File: config.mk
export PLATFORM = sky130hd
export DESIGN_NAME = vedic_mul_seq
export DESIGN_NICKNAME = d
export VERILOG_FILES = /design/src/rtl/vedic_pkg.sv /design/src/rtl/vedic_core.sv /design/src/rtl/vedic_mul_seq.sv
export SDC_FILE = /design/constraint.sdc
export NUM_CORES = 1
export LEC_CHECK = 0
export ABC_AREA = 1
export CAP_MARGIN = 30
export CORE_MARGIN = 8
export CORE_UTILIZATION = 58
export CTS_BUF_LIST = sky130_fd_sc_hd__clkbuf_4 sky130_fd_sc_hd__clkbuf_8
export DETAILED_ROUTE_END_ITERATION = 16
export HOLD_SLACK_MARGIN = 0.02
export PLACE_DENSITY_LB_ADDON = 0.25
export SYNTH_ARGS = -nofsm -noshare
export SYNTH_HDL_FRONTEND = slang
export SYNTH_SLANG_ARGS = --single-unit
File: constraint.sdc
create_clock -name clk -period 6.1 [get_ports clk]
set_input_delay 1.22 -clock clk [delete_from_list [all_inputs] [get_ports clk]]
set_output_delay 1.22 -clock clk [all_outputs]
set_load 0.02 [all_outputs]
File: src/rtl/vedic_pkg.sv
// Shared types and constants for the sequential Vedic multiplier.
package vedic_pkg;

  // Top-level control states.
  typedef enum logic [1:0] {
    ST_IDLE = 2'd0,
    ST_MUL  = 2'd1,
    ST_DONE = 2'd2
  } state_e;

  // Step indices: which half of each operand feeds the core.
  // Bit 0 selects the high half of a, bit 1 the high half of b.
  localparam logic [1:0] STEP0 = 2'd0; // aL * bL
  localparam logic [1:0] STEP1 = 2'd1; // aH * bL
  localparam logic [1:0] STEP2 = 2'd2; // aL * bH
  localparam logic [1:0] STEP3 = 2'd3; // aH * bH

  // Shift constants in units of the core width N/2:
  // SH0 = 0, SH1 = SH2 = N/2, SH3 = N.
  localparam int unsigned SH0_HALVES = 0;
  localparam int unsigned SH1_HALVES = 1;
  localparam int unsigned SH2_HALVES = 1;
  localparam int unsigned SH3_HALVES = 2;

  // Left shift applied to the partial product of a given step.
  function automatic int unsigned step_shift(input logic [1:0] step,
                                             input int unsigned half);
    case (step)
      STEP0:   return SH0_HALVES * half;
      STEP1:   return SH1_HALVES * half;
      STEP2:   return SH2_HALVES * half;
      default: return SH3_HALVES * half;
    endcase
  endfunction

endpackage

File: src/rtl/vedic_core.sv
// Combinational W x W unsigned Vedic multiplier (urdhva-tiryagbhyam).
// Operands are split into 2-bit digits; every digit pair is multiplied by
// a 2x2 Vedic cell and the vertical/crosswise products of each digit
// column are summed at their column weight.
module vedic_core #(
  parameter int W = 4
) (
  input  logic [W-1:0]   i_a,
  input  logic [W-1:0]   i_b,
  output logic [2*W-1:0] o_p
);

  // Odd widths are padded with a zero bit so both operands split into whole digits.
  localparam int W2 = W + (W % 2);
  localparam int ND = W2 / 2;

  logic [W2-1:0]   w_a_pad;
  logic [W2-1:0]   w_b_pad;
  logic [2*W2-1:0] w_sum;

  // 2x2 Vedic cell: vertical bits give p0 and the p2/p3 pair, the
  // crosswise pair gives p1 and a carry into p2.
  function automatic logic [3:0] cell2x2(input logic [1:0] x, input logic [1:0] y);
    logic t1, t2, t3, c1;
    t1 = x[1] & y[0];
    t2 = x[0] & y[1];
    t3 = x[1] & y[1];
    c1 = t1 & t2;
    return {t3 & c1, t3 ^ c1, t1 ^ t2, x[0] & y[0]};
  endfunction

  // Sum all digit-pair products at weight 4^(i+j).
  // NOTE: every variable written in a combinational block gets a value
  // before any branch or loop, so no path can leave it holding state (latch).
  always_comb begin
    logic [2*W2-1:0] term;
    w_a_pad = '0;
    w_b_pad = '0;
    w_sum   = '0;
    term    = '0;
    w_a_pad[W-1:0] = i_a;
    w_b_pad[W-1:0] = i_b;
    for (int i = 0; i < ND; i++) begin
      for (int j = 0; j < ND; j++) begin
        term      = '0;
        term[3:0] = cell2x2(w_a_pad[2*i +: 2], w_b_pad[2*j +: 2]);
        w_sum     = w_sum + (term << (2 * (i + j)));
      end
    end
  end

  assign o_p = w_sum[2*W-1:0];

endmodule

File: src/rtl/vedic_mul_seq.sv
// Sequential N x N unsigned multiplier: one N/2 x N/2 Vedic core reused
// over four cycles, partial products shifted and accumulated into 2N bits.
// N must be even and at least 4.
module vedic_mul_seq
  import vedic_pkg::*;
#(
  parameter int N = 8
) (
  input  logic           clk,
  input  logic           rst_n,
  input  logic           in_valid,
  output logic           in_ready,
  input  logic [N-1:0]   a,
  input  logic [N-1:0]   b,
  output logic           out_valid,
  input  logic           out_ready,
  output logic [2*N-1:0] product,
  output logic           busy
);

  localparam int H = N / 2;
  localparam int P = 2 * N;

  state_e       r_state;
  state_e       w_state_nxt;
  logic [1:0]   r_step;
  logic [N-1:0] r_a;
  logic [N-1:0] r_b;
  logic [P-1:0] r_acc;

  logic         w_accept;
  logic [H-1:0] w_core_a;
  logic [H-1:0] w_core_b;
  logic [N-1:0] w_pp;
  logic [P-1:0] w_pp_ext;

  assign w_accept = (r_state == ST_IDLE) && in_valid;

  // Step counter picks the operand halves presented to the shared core.
  always_comb begin
    w_core_a = r_step[0] ? r_a[N-1:H] : r_a[H-1:0];
    w_core_b = r_step[1] ? r_b[N-1:H] : r_b[H-1:0];
  end

  vedic_core #(.W(H)) u_core (
    .i_a (w_core_a),
    .i_b (w_core_b),
    .o_p (w_pp)
  );

  // Zero-extend the partial product and move it to its step's weight.
  assign w_pp_ext = {{N{1'b0}}, w_pp} << step_shift(r_step, H);

  // State register.
  // NOTE: clocked state uses non-blocking assignments so every register
  // samples its inputs from before the edge, independent of statement order.
  always_ff @(posedge clk or negedge rst_n) begin
    if (!rst_n) r_state <= ST_IDLE;
    else        r_state <= w_state_nxt;
  end

  // Next-state and handshake outputs.
  always_comb begin
    w_state_nxt = r_state;
    in_ready    = 1'b0;
    out_valid   = 1'b0;
    busy        = 1'b0;
    unique case (r_state)
      ST_IDLE: begin
        in_ready = 1'b1;
        if (w_accept) w_state_nxt = ST_MUL;
      end
      ST_MUL: begin
        busy = 1'b1;
        if (r_step == STEP3) w_state_nxt = ST_DONE;
      end
      ST_DONE: begin
        busy      = 1'b1;
        out_valid = 1'b1;
        if (out_ready) w_state_nxt = ST_IDLE;
      end
      default: w_state_nxt = ST_IDLE;
    endcase
  end

  // Operand capture, step counter and accumulator.
  always_ff @(posedge clk or negedge rst_n) begin
    if (!rst_n) begin
      r_a    <= '0;
      r_b    <= '0;
      r_acc  <= '0;
      r_step <= STEP0;
    end else if (w_accept) begin
      r_a    <= a;
      r_b    <= b;
      r_acc  <= '0;
      r_step <= STEP0;
    end else if (r_state == ST_MUL) begin
      // Sum stays within (2^N-1)^2, so the 2N-bit add never carries out.
      r_acc  <= r_acc + w_pp_ext;
      r_step <= r_step + 2'd1;
    end
  end

  assign product = r_acc;

endmodule

* Word level (Yosys, flattened, before mapping)
Index checks and enable logic that the tools add are counted.
Operators by class: add/subtract/negate cells 5, eq/ne operators 8, shifts and indexed selects 1, multiplexer cells 14, bitwise operators 32, reductions and logical operators 7
Operators by type and width (count):
- $mux W16 | 2
- $shl A8 B32 Y16 | 1
- $and A1 B1 Y1 | 24
- $add A16 B16 Y16 | 1
- $mux W2 | 5
- $add A8 B6 Y8 | 1
- $add A8 B8 Y8 | 1
- $mux W4 | 2
- $pmux W4 S2 | 1
- $xor A1 B1 Y1 | 8
- $add A4 B6 Y7 | 1
- $eq A2 B2 Y1 const B | 3
- $ne A2 B2 Y1 const B | 3
- $pmux W2 S3 | 1
- $eq A2 B1 Y1 const B | 2
- $logic_not A2 Y1 | 2
- $reduce_or A2 Y1 | 2
- $mux W1 | 3
- $reduce_and A3 Y1 | 1
- $add A2 B1 Y2 const B | 1
- $reduce_bool A2 Y1 | 1
- $logic_and A1 B1 Y1 | 1
Storage, ports and cells: register bits after elaboration 36, bits of input ports 20, logic and storage cells 72

* Logic depth before layout (Yosys ltp)
Gate-level depths: netlist (run 1).
depth after elaboration 11, mapped depth 30, depth with buffers taken out 29

* Hierarchy
Synthesis (run 1) repeated with hierarchy kept, for this count alone.
Unflattened totals: cells, all modules 492, area total of the unflattened synthesis 3185.6 um^2
By module, submodules not included:
- vedic_mul_seq | times used 1, cells each 409, area each 2673.8 um^2, seq. area each 900.9 um^2
- vedic_core | times used 1, cells each 83, area each 511.7 um^2, seq. area each 0.0 um^2

* Least setup slack after synthesis (run 1)
Ideal clock, no wire load.
path type register -> register, from reg r_step[0], to reg r_acc[13], in the netlist product[13], library setup time 117 ps, arrival 4567 ps, path slack 1416 ps, stages on the path, launching flop included 27, buffers on the path 1, period minus slack after synthesis 4684 ps, cell sequence dfrtp_1 > buf_2 > mux2i_1 > nor2_1 > ha_1 > ha_1 > ha_1 > inv_1 > fa_1 > xnor2_1 > fa_1 > fa_1 > nand2_1 > nand2_1 > nand3_1 > nand3_1 > nand2_1 > nor2_1 > ha_1 > nand2_1 > inv_1 > a21oi_1 > inv_1 > a21oi_1 > nand3b_1 > nand3_1 > nand2_1
Between the ends: cells in the longest elaborated chain, start to end 11
Ends and longest elaborated chain:
- from (decl) | line vedic_mul_seq.sv:26 | logic [1:0] r_step;
- from (signal assigned) | line vedic_mul_seq.sv:101 | r_step <= r_step + 2'd1;
- $mux W4 | line vedic_mul_seq.sv:41 | w_core_a = r_step[0] ? r_a[N-1:H] : r_a[H-1:0];
- $and A1 B1 Y1, on equally long branches | line vedic_core.sv:25, vedic_core.sv:26
- $and A1 B1 Y1 | line vedic_core.sv:28 | c1 = t1 & t2;
- $xor A1 B1 Y1 / $and A1 B1 Y1 (equally long branches) | line vedic_core.sv:29 | return {t3 & c1, t3 ^ c1, t1 ^ t2, x[0] & y[0]};
- $add A4 B6 Y7 | line vedic_core.sv:47 | w_sum = w_sum + (term << (2 * (i + j)));
- $add A8 B6 Y8 | line vedic_core.sv:47
- $add A8 B8 Y8 | line vedic_core.sv:47
- $shl A8 B32 Y16 (*) | line vedic_mul_seq.sv:52 | assign w_pp_ext = {{N{1'b0}}, w_pp} << step_shift(r_step, H);
- $add A16 B16 Y16 (*) | line vedic_mul_seq.sv:100 | r_acc <= r_acc + w_pp_ext;
- $mux W16 (*) | line vedic_mul_seq.sv:98 | end else if (r_state == ST_MUL) begin
- $mux W16 (*) | line vedic_mul_seq.sv:93 | end else if (w_accept) begin
- to (signal assigned) | line vedic_mul_seq.sv:100
- to (decl) | line vedic_mul_seq.sv:29 | logic [P-1:0] r_acc;
Mark *: on every way between the ends. The rest lies on a longest branch, timed or not. The select of a mux whose other input is x is not followed. A chain may end at the register's enable or synchronous reset.

* Final worst setup path (run 1)
from reg r_step[0], to reg r_acc[11], in the netlist product[11]
The elaborated chain is that of the path after synthesis.

==> results by group, run 1 <==
GRT
  • Largest net degree at the start of global routing: 37
  • GRT overflow: 0
  • First-pass GRT wire length: roughly 13 mm
  • Global Route Usage Sum: 20.75%
  • Initial antenna violation count: 0
  • Vias in the first global route: 2670

Yosys
  • Synth Area in Simple Gates: 29.56%
  • FF+latch count, synth: 36
  • Yosys Warn Count: 0
  • Largest family of logic cells by synthesized area: simple AND/OR/NAND/NOR gates
  • Cell Area, Synth: 0.003014 sq mm
  • XOR/XNOR Fraction of Synth Area: roughly 1.5%
  • Post-Synth Adder-Cell Area: 18.51%
  • Post-Syn Instances: 412
  • Seq/Total Area, Yosys: ~30%
  • Synth Area in Compound Gates: a little under an eighth
  • Ys async rst share: 100.0%
  • Post-synth cell types: 33
  • Mapped Nets: approximately 470
  • Avg Inst Size Synth: 7.316 sq um
  • Top FF cell, synth: dfrtp_1
  • Post-synthesis mux area share: 2.989%
  • Post-synth EDFFs: 0

STA
  • RSZ-0062 raised after global routing: no
  • Final setup viols: 0
  • Fmax: around 0.19 GHz
  • Worst slew pin tran: around 500 ps
  • Setup TNS: 0 ps
  • Skew final: 4.236 ps
  • Final Hold Violating Endpoints: 0
  • Final worst setup slack: between 800 and 900 ps
  • Slew HR: 67.52%
  • Hold_ws: about 490 ps
  • Tcrit/Tclk final: 86.58%
  • Min Tclk post-route: roughly 5300 ps
  • Final slew viol count: 0

Route
  • DRT iter0 DRCs: 181
  • Final wirelength: around 7.4 mm
  • Via density: about 5.3
  • Wire length per cell: approximately 14 um
  • DRT Pass-1 Iters: 4
  • Antenna Nets Post-Route: 0
  • Residual DRC: 0
  • Routed vias: approximately 2700

Critical path
  • Critical Path End: product[11]
  • Crit path DAT: about 5500 ps
  • R2r startpoint: r_step[0]
  • Setup crit start kind: flop
  • Worst path slowest cell: dfrtp_1
  • Buf+Inv Stages, Crit Path: 2
  • WP data required: ~6300 ps
  • Crit Path Class: reg2reg
  • Levels on crit path: 22
  • Slowest cell delay on critical path: between 500 and 600 ps
  • CP Max Fanout: 8
  • Crit. End Element: flop
  • R2r setup slk: just over 800 ps
  • R2R Path End: product[11]
  • Critical path, cell by cell: mux2i_1, nor2_1, ha_1, ha_1, ha_1, inv_1, fa_1, xnor2_1, fa_1, fa_1, xor2_1, mux2i_1, nor2_1, ha_1, nand2_1, inv_1, a21oi_1, nand2_2, a21oi_2, a21oi_1, o21ai_0, nand2_1
  • Most frequent CP cell: ha_1
  • CP Launch Point: r_step[0]
  • Reg2reg path depth: 22
  • Family with the most delay on the worst path: adder cells

Die
  • Starting Density: 59.39%
  • Core area: slightly above 0.005 sq mm
  • Die W: between 80 and 90 um
  • Site row count: 26
  • IO Count: 39
  • Total die area: about 0.0078 sq mm
  • Die H: 88.09 um

Clocking
  • CTS resizes: 0
  • Max clock buf depth: 2
  • Total CTS buffers: 5
  • Root Buffer Master: clkbuf_8
  • H-tree depth: 2
  • Hold Buf Count CTS: 0
  • Clock slew at reported path FFs: around 80 ps
  • CTS tree: built
  • Clk sinks: 36
  • Setup Buffers After CTS: 0
  • Clock Latency Late Sink: 290 ps

Placement
  • Post-Place Worst Slack: around 910 ps
  • Port Buf Inserts: 38
  • Final Wtd Congestion: approximately 0.89
  • Final HPWL DP: 5.767 mm

Final layout
  • Layout area overhead: 18.39%
  • Fill cells: 435
  • Share of post-route cells with drive strength above 1: 6.416%
  • Core Util, Final: between 70% and 80%
  • # diodes: 0
  • Final nets: slightly above 500

Flow run
  • Maxcap violations: 0

Min path
  • Hold Path Class: reg2reg

Power and ir drop
  • Leakage: between 1.5 and 2 nW
  • PwrDens: about 530 mW/mm^2
  • Peak VDD IR: 405.8 uV
  • Pwr Total: between 1.5 and 2 mW

Run status
  • Run status: finished clean
==> logic make-up after synthesis <==
| family | Yosys count |
|---|---|
| simple gates | 215 |
| compound gates | 58 |
| buf+inv | 48 |
| fa+ha+maj | 41 |
| flops | 36 |
| mux | 9 |
| xor+xnor | 5 |
==> synthesized netlist by cell type (2+ instances only) <==
cell | number | area (sq um)
nand2_2 | 4 | 25.02
buf_2 | 5 | 25.02
or2_2 | 2 | 12.51
ha_1 | 35 | 437.9
xnor2_1 | 3 | 26.28
xor2_1 | 2 | 17.52
o21ai_1 | 2 | 10.01
mux2i_1 | 9 | 90.09
a22o_1 | 2 | 17.52
fa_1 | 6 | 120.1
o21ai_0 | 17 | 85.08
o22ai_1 | 3 | 18.77
nor2_1 | 46 | 172.7
o21bai_1 | 4 | 30.03
a21oi_1 | 20 | 100.1
clkbuf_1 | 2 | 7.510
dfrtp_1 | 36 | 900.9
inv_1 | 37 | 138.9
inv_2 | 3 | 11.26
nand3_1 | 21 | 105.1
nand2_1 | 134 | 503.0
a21oi_2 | 4 | 35.03
o21ai_2 | 3 | 26.28
nand4_1 | 2 | 12.51
a21o_1 | 2 | 15.01
==> area by class of cell <==
cell class	instances	area, sq um	share of cell area, %
Multi-Input combinational cell	328	1927	54.00
Inverter	41	153.9	4.313
Tap cell	70	87.58	2.454
Timing Repair Buffer	39	387.9	10.87
Clock buffer	5	68.82	1.928
Sequential cell	36	900.9	25.25
Clock inverter	3	42.54	1.192
==> layout by cell type (no fill, tap or decap), types with 3 or more instances in the layout <==
cell / n
ha_1: 35
nand3_1: 21
clkbuf_8: 5
o21ai_0: 17
nor2_1: 46
clkdlybuf4s50_1: 38
xnor2_1: 3
inv_2: 3
nand2_1: 134
fa_1: 6
o21ai_2: 3
inv_1: 37
mux2i_1: 9
a21oi_2: 4
o22ai_1: 3
a21oi_1: 20
nand2_2: 4
o21bai_1: 4
dfrtp_1: 36
==> sequential cells by signal, summed over array words and instances, names as in the netlist <==
signal	cells
product	16
r_a	8
r_b	8
r_state	2
r_step	2
==> metal layers <==
layer	global-route usage, %	wire, um
met1	28.48	3693
met2	32.83	3301
met3	3.940	273
met4	4.608	85
met5	0	0
==> how the worst min path moves through the flow <==
stage                         to  slack, ps  cells after the start  startpoint
after CTS                 r_a[7]        490                      2      r_a[7]
after floorplan           r_a[0]        450                      2      r_a[0]
after global placement    r_b[2]        460                      2      r_b[2]
final                     r_a[7]        490                      2      r_a[7]
after detailed placement  r_a[7]        470                      2      r_a[7]
after global routing      r_a[0]        510                      2      r_a[0]
==> report_power, final <==
group          switching [mW]  internal (mW)
sequential             0.0750          0.331
clock                  0.0921          0.121
combinational           0.822          0.464
==> worst register-to-register path: cells and delay by family, from the launching register on <==
kind / cells / cell delay [ps]
buffers and inverters: 2 / 110
muxes: 2 / 600
xor gates and xnor gates: 2 / 530
DFF: 1 / 540
AOI/OAI and AO/OA: 4 / 470
and+or+nand+nor: 5 / 580
adders and majority gates: 7 / 2320
==> metrics by stage <==
stage | area, sq um | cells
after floorplan | 3014 | 412
after global placement | 3457 | 514
after detailed placement | 3457 | 514
after CTS | 3568 | 522
after global routing | 3568 | 522
final | 3568 | 522
No activity file was read; power rests on OpenSTA's default activity.
==> run 2, diff against run 1 <==
--- a/config.mk
+++ b/config.mk
@@ -13,6 +13,7 @@
 export DETAILED_ROUTE_END_ITERATION = 16
 export HOLD_SLACK_MARGIN = 0.02
 export PLACE_DENSITY_LB_ADDON = 0.25
+export SLEW_MARGIN = 20
 export SYNTH_ARGS = -nofsm -noshare
 export SYNTH_HDL_FRONTEND = slang
 export SYNTH_SLANG_ARGS = --single-unit
==> results of run 2 <==
Final layout, timing and power as in run 1 (identical DEF).
==> run 3, diff against run 2 <==
--- a/config.mk
+++ b/config.mk
@@ -10,9 +10,11 @@
 export CORE_MARGIN = 8
 export CORE_UTILIZATION = 58
 export CTS_BUF_LIST = sky130_fd_sc_hd__clkbuf_4 sky130_fd_sc_hd__clkbuf_8
+export CTS_CLUSTER_DIAMETER = 40
 export DETAILED_ROUTE_END_ITERATION = 16
 export HOLD_SLACK_MARGIN = 0.02
 export PLACE_DENSITY_LB_ADDON = 0.25
+export REMOVE_ABC_BUFFERS = 1
 export SLEW_MARGIN = 20
 export SYNTH_ARGS = -nofsm -noshare
 export SYNTH_HDL_FRONTEND = slang
==> results by group, run 3 (synthesized netlist as in run 1, its figures left out) <==
Run status
  • Run status: finished clean

Clocking
  • Setup Buffers After CTS: 0
  • CTS tree: built
  • Clock Latency Late Sink: 300 ps
  • Clk sinks: 36
  • CTS resizes: 0
  • Hold Buf Count CTS: 0
  • H-tree depth: 2
  • Clock slew at reported path FFs: about 80 ps
  • Total CTS buffers: 5
  • Max clock buf depth: 2
  • Root Buffer Master: clkbuf_8

Final layout
  • Design area: 0.003545 sq mm
  • Final nets: 512
  • Layout area overhead: 17.60%
  • Most frequent cells in the layout: nand2_1, nor2_1, clkdlybuf4s50_1
  • Core Util, Final: between 60% and 70%
  • Commonest non-fill, non-tap cell in the layout: nand2_1
  • Share of post-route cells with drive strength above 1: 6.416%
  • Number of flip-flops in the largest register: 16
  • # diodes: 0

Power and ir drop
  • PwrDens: around 520 mW/mm^2
  • Peak VDD IR: between 400 and 500 uV
  • Leakage: about 1.9 nW
  • Pwr Total: approximately 1.9 mW

STA
  • Final setup viols: 0
  • Fmax: about 0.19 GHz
  • Slew HR: 68.27%
  • Final slew viol count: 0
  • Min Tclk post-route: ~5300 ps
  • RSZ-0062 raised after global routing: no
  • Tcrit/Tclk final: between 80% and 90%
  • Worst slew pin tran: about 480 ps
  • Skew final: ~8.0 ps
  • Final Hold Violating Endpoints: 0
  • Setup TNS: 0 ps

Die
  • Site row count: 26
  • Die H: a little under 90 um
  • Die W: ~88 um
  • Starting Density: 59.39%
  • IO Count: 39
  • Total die area: between 0.007 and 0.008 sq mm
  • Core area: ~0.0051 sq mm

GRT
  • Vias in the first global route: 2746
  • GRT overflow: 0
  • Global Route Usage Sum: a little over a fifth
  • Largest net degree at the start of global routing: 37
  • Initial antenna violation count: 0
  • First-pass GRT wire length: roughly 13 mm

Critical path
  • Family with the most delay on the worst path: adder cells
  • Worst path slowest cell: dfrtp_1
  • Buf+Inv Stages, Crit Path: 1
  • Setup crit start kind: flop
  • Most frequent CP cell: nor2_1
  • Crit. End Element: flop
  • Crit Path Class: reg2reg
  • WP data required: approximately 6300 ps
  • Crit path DAT: roughly 5500 ps
  • Slowest cell delay on critical path: ~570 ps
  • CP Max Fanout: 8

Placement
  • DP Area: 0.003457 sq mm
  • Port Buf Inserts: 38
  • Final Wtd Congestion: 0.9095
  • Final HPWL DP: around 5.9 mm

Route
  • Routed vias: around 2800
  • DRT iter0 DRCs: around 180
  • Wire length per cell: 14.21 um
  • Final wirelength: roughly 7.4 mm
  • DRT Pass-1 Iters: 4
  • Antenna Nets Post-Route: 0
  • Residual DRC: 0
  • Via density: ~5.3

Flow run
  • Maxcap violations: 0

Min path
  • Hold Path Class: reg2reg
run 3: changes by cell type in the layout (fill, tap and decap cells not counted):
cell,change
clkinv_4,+1
bufinv_16,-1
clkinvlp_4,-1
clkinv_2,+1
run 3: layout make-up:
type / count / area [sq um]
Clock buffer: 5 / 68.82
Clock inverter: 3 / 18.77
Fill cell: 450 / 1530
Inverter: 41 / 153.9
Multi-Input combinational cell: 328 / 1927
Sequential cell: 36 / 900.9
Tap cell: 70 / 87.58
Timing Repair Buffer: 39 / 387.9
run 3: path summary, 6_finish.rpt:
kind                            from           to  slack (ps)  cells past startpoint
setup reg to reg           r_step[0]  product[14]         810                     25
min in group asynchronous      rst_n   product[9]        1340                      2
setup / recovery           r_step[0]  product[14]         810                     25
hold reg to reg               r_b[2]       r_b[2]         490                      2
max in group asynchronous      rst_n       r_b[5]        4410                      2
hold / removal                r_b[2]       r_b[2]         490                      2
run 3: routing by layer:
layer  up-vias  track usage (%)  share of wire (%)
li1       1420                -                  -
met2        70            32.01                 45
met5         -                0                  0
met3         8            4.128                4.7
met1      1279            29.53                 50
met4         0            4.916               0.77
run 3: worst register-to-register path: cells and delay by family (launching register included):
family	cells	cell delay (ps)
DFF	1	570
muxes	1	460
buffers and inverters	1	60
xor gates and xnor gates	1	240
and+or+nand+nor	13	1180
adders and majority gates	7	2390
AOI/OAI and AO/OA	2	290
run 3: stage by stage:
stage               setup slack, ps  hold slack [ps]  std cells
floorplan                      1434            448.1        405
global placement              931.5            461.8        514
detailed placement            823.9            465.1        514
CTS                           796.4            485.3        522
global route                  411.1            510.5        522
finish                        806.0            485.1        522
run 3: power breakdown:
part / switching (mW) / internal (mW) / total [mW]
combinational: 0.812 / 0.464 / 1.28
sequential: 0.0752 / 0.330 / 0.406
clock: 0.0955 / 0.0797 / 0.175
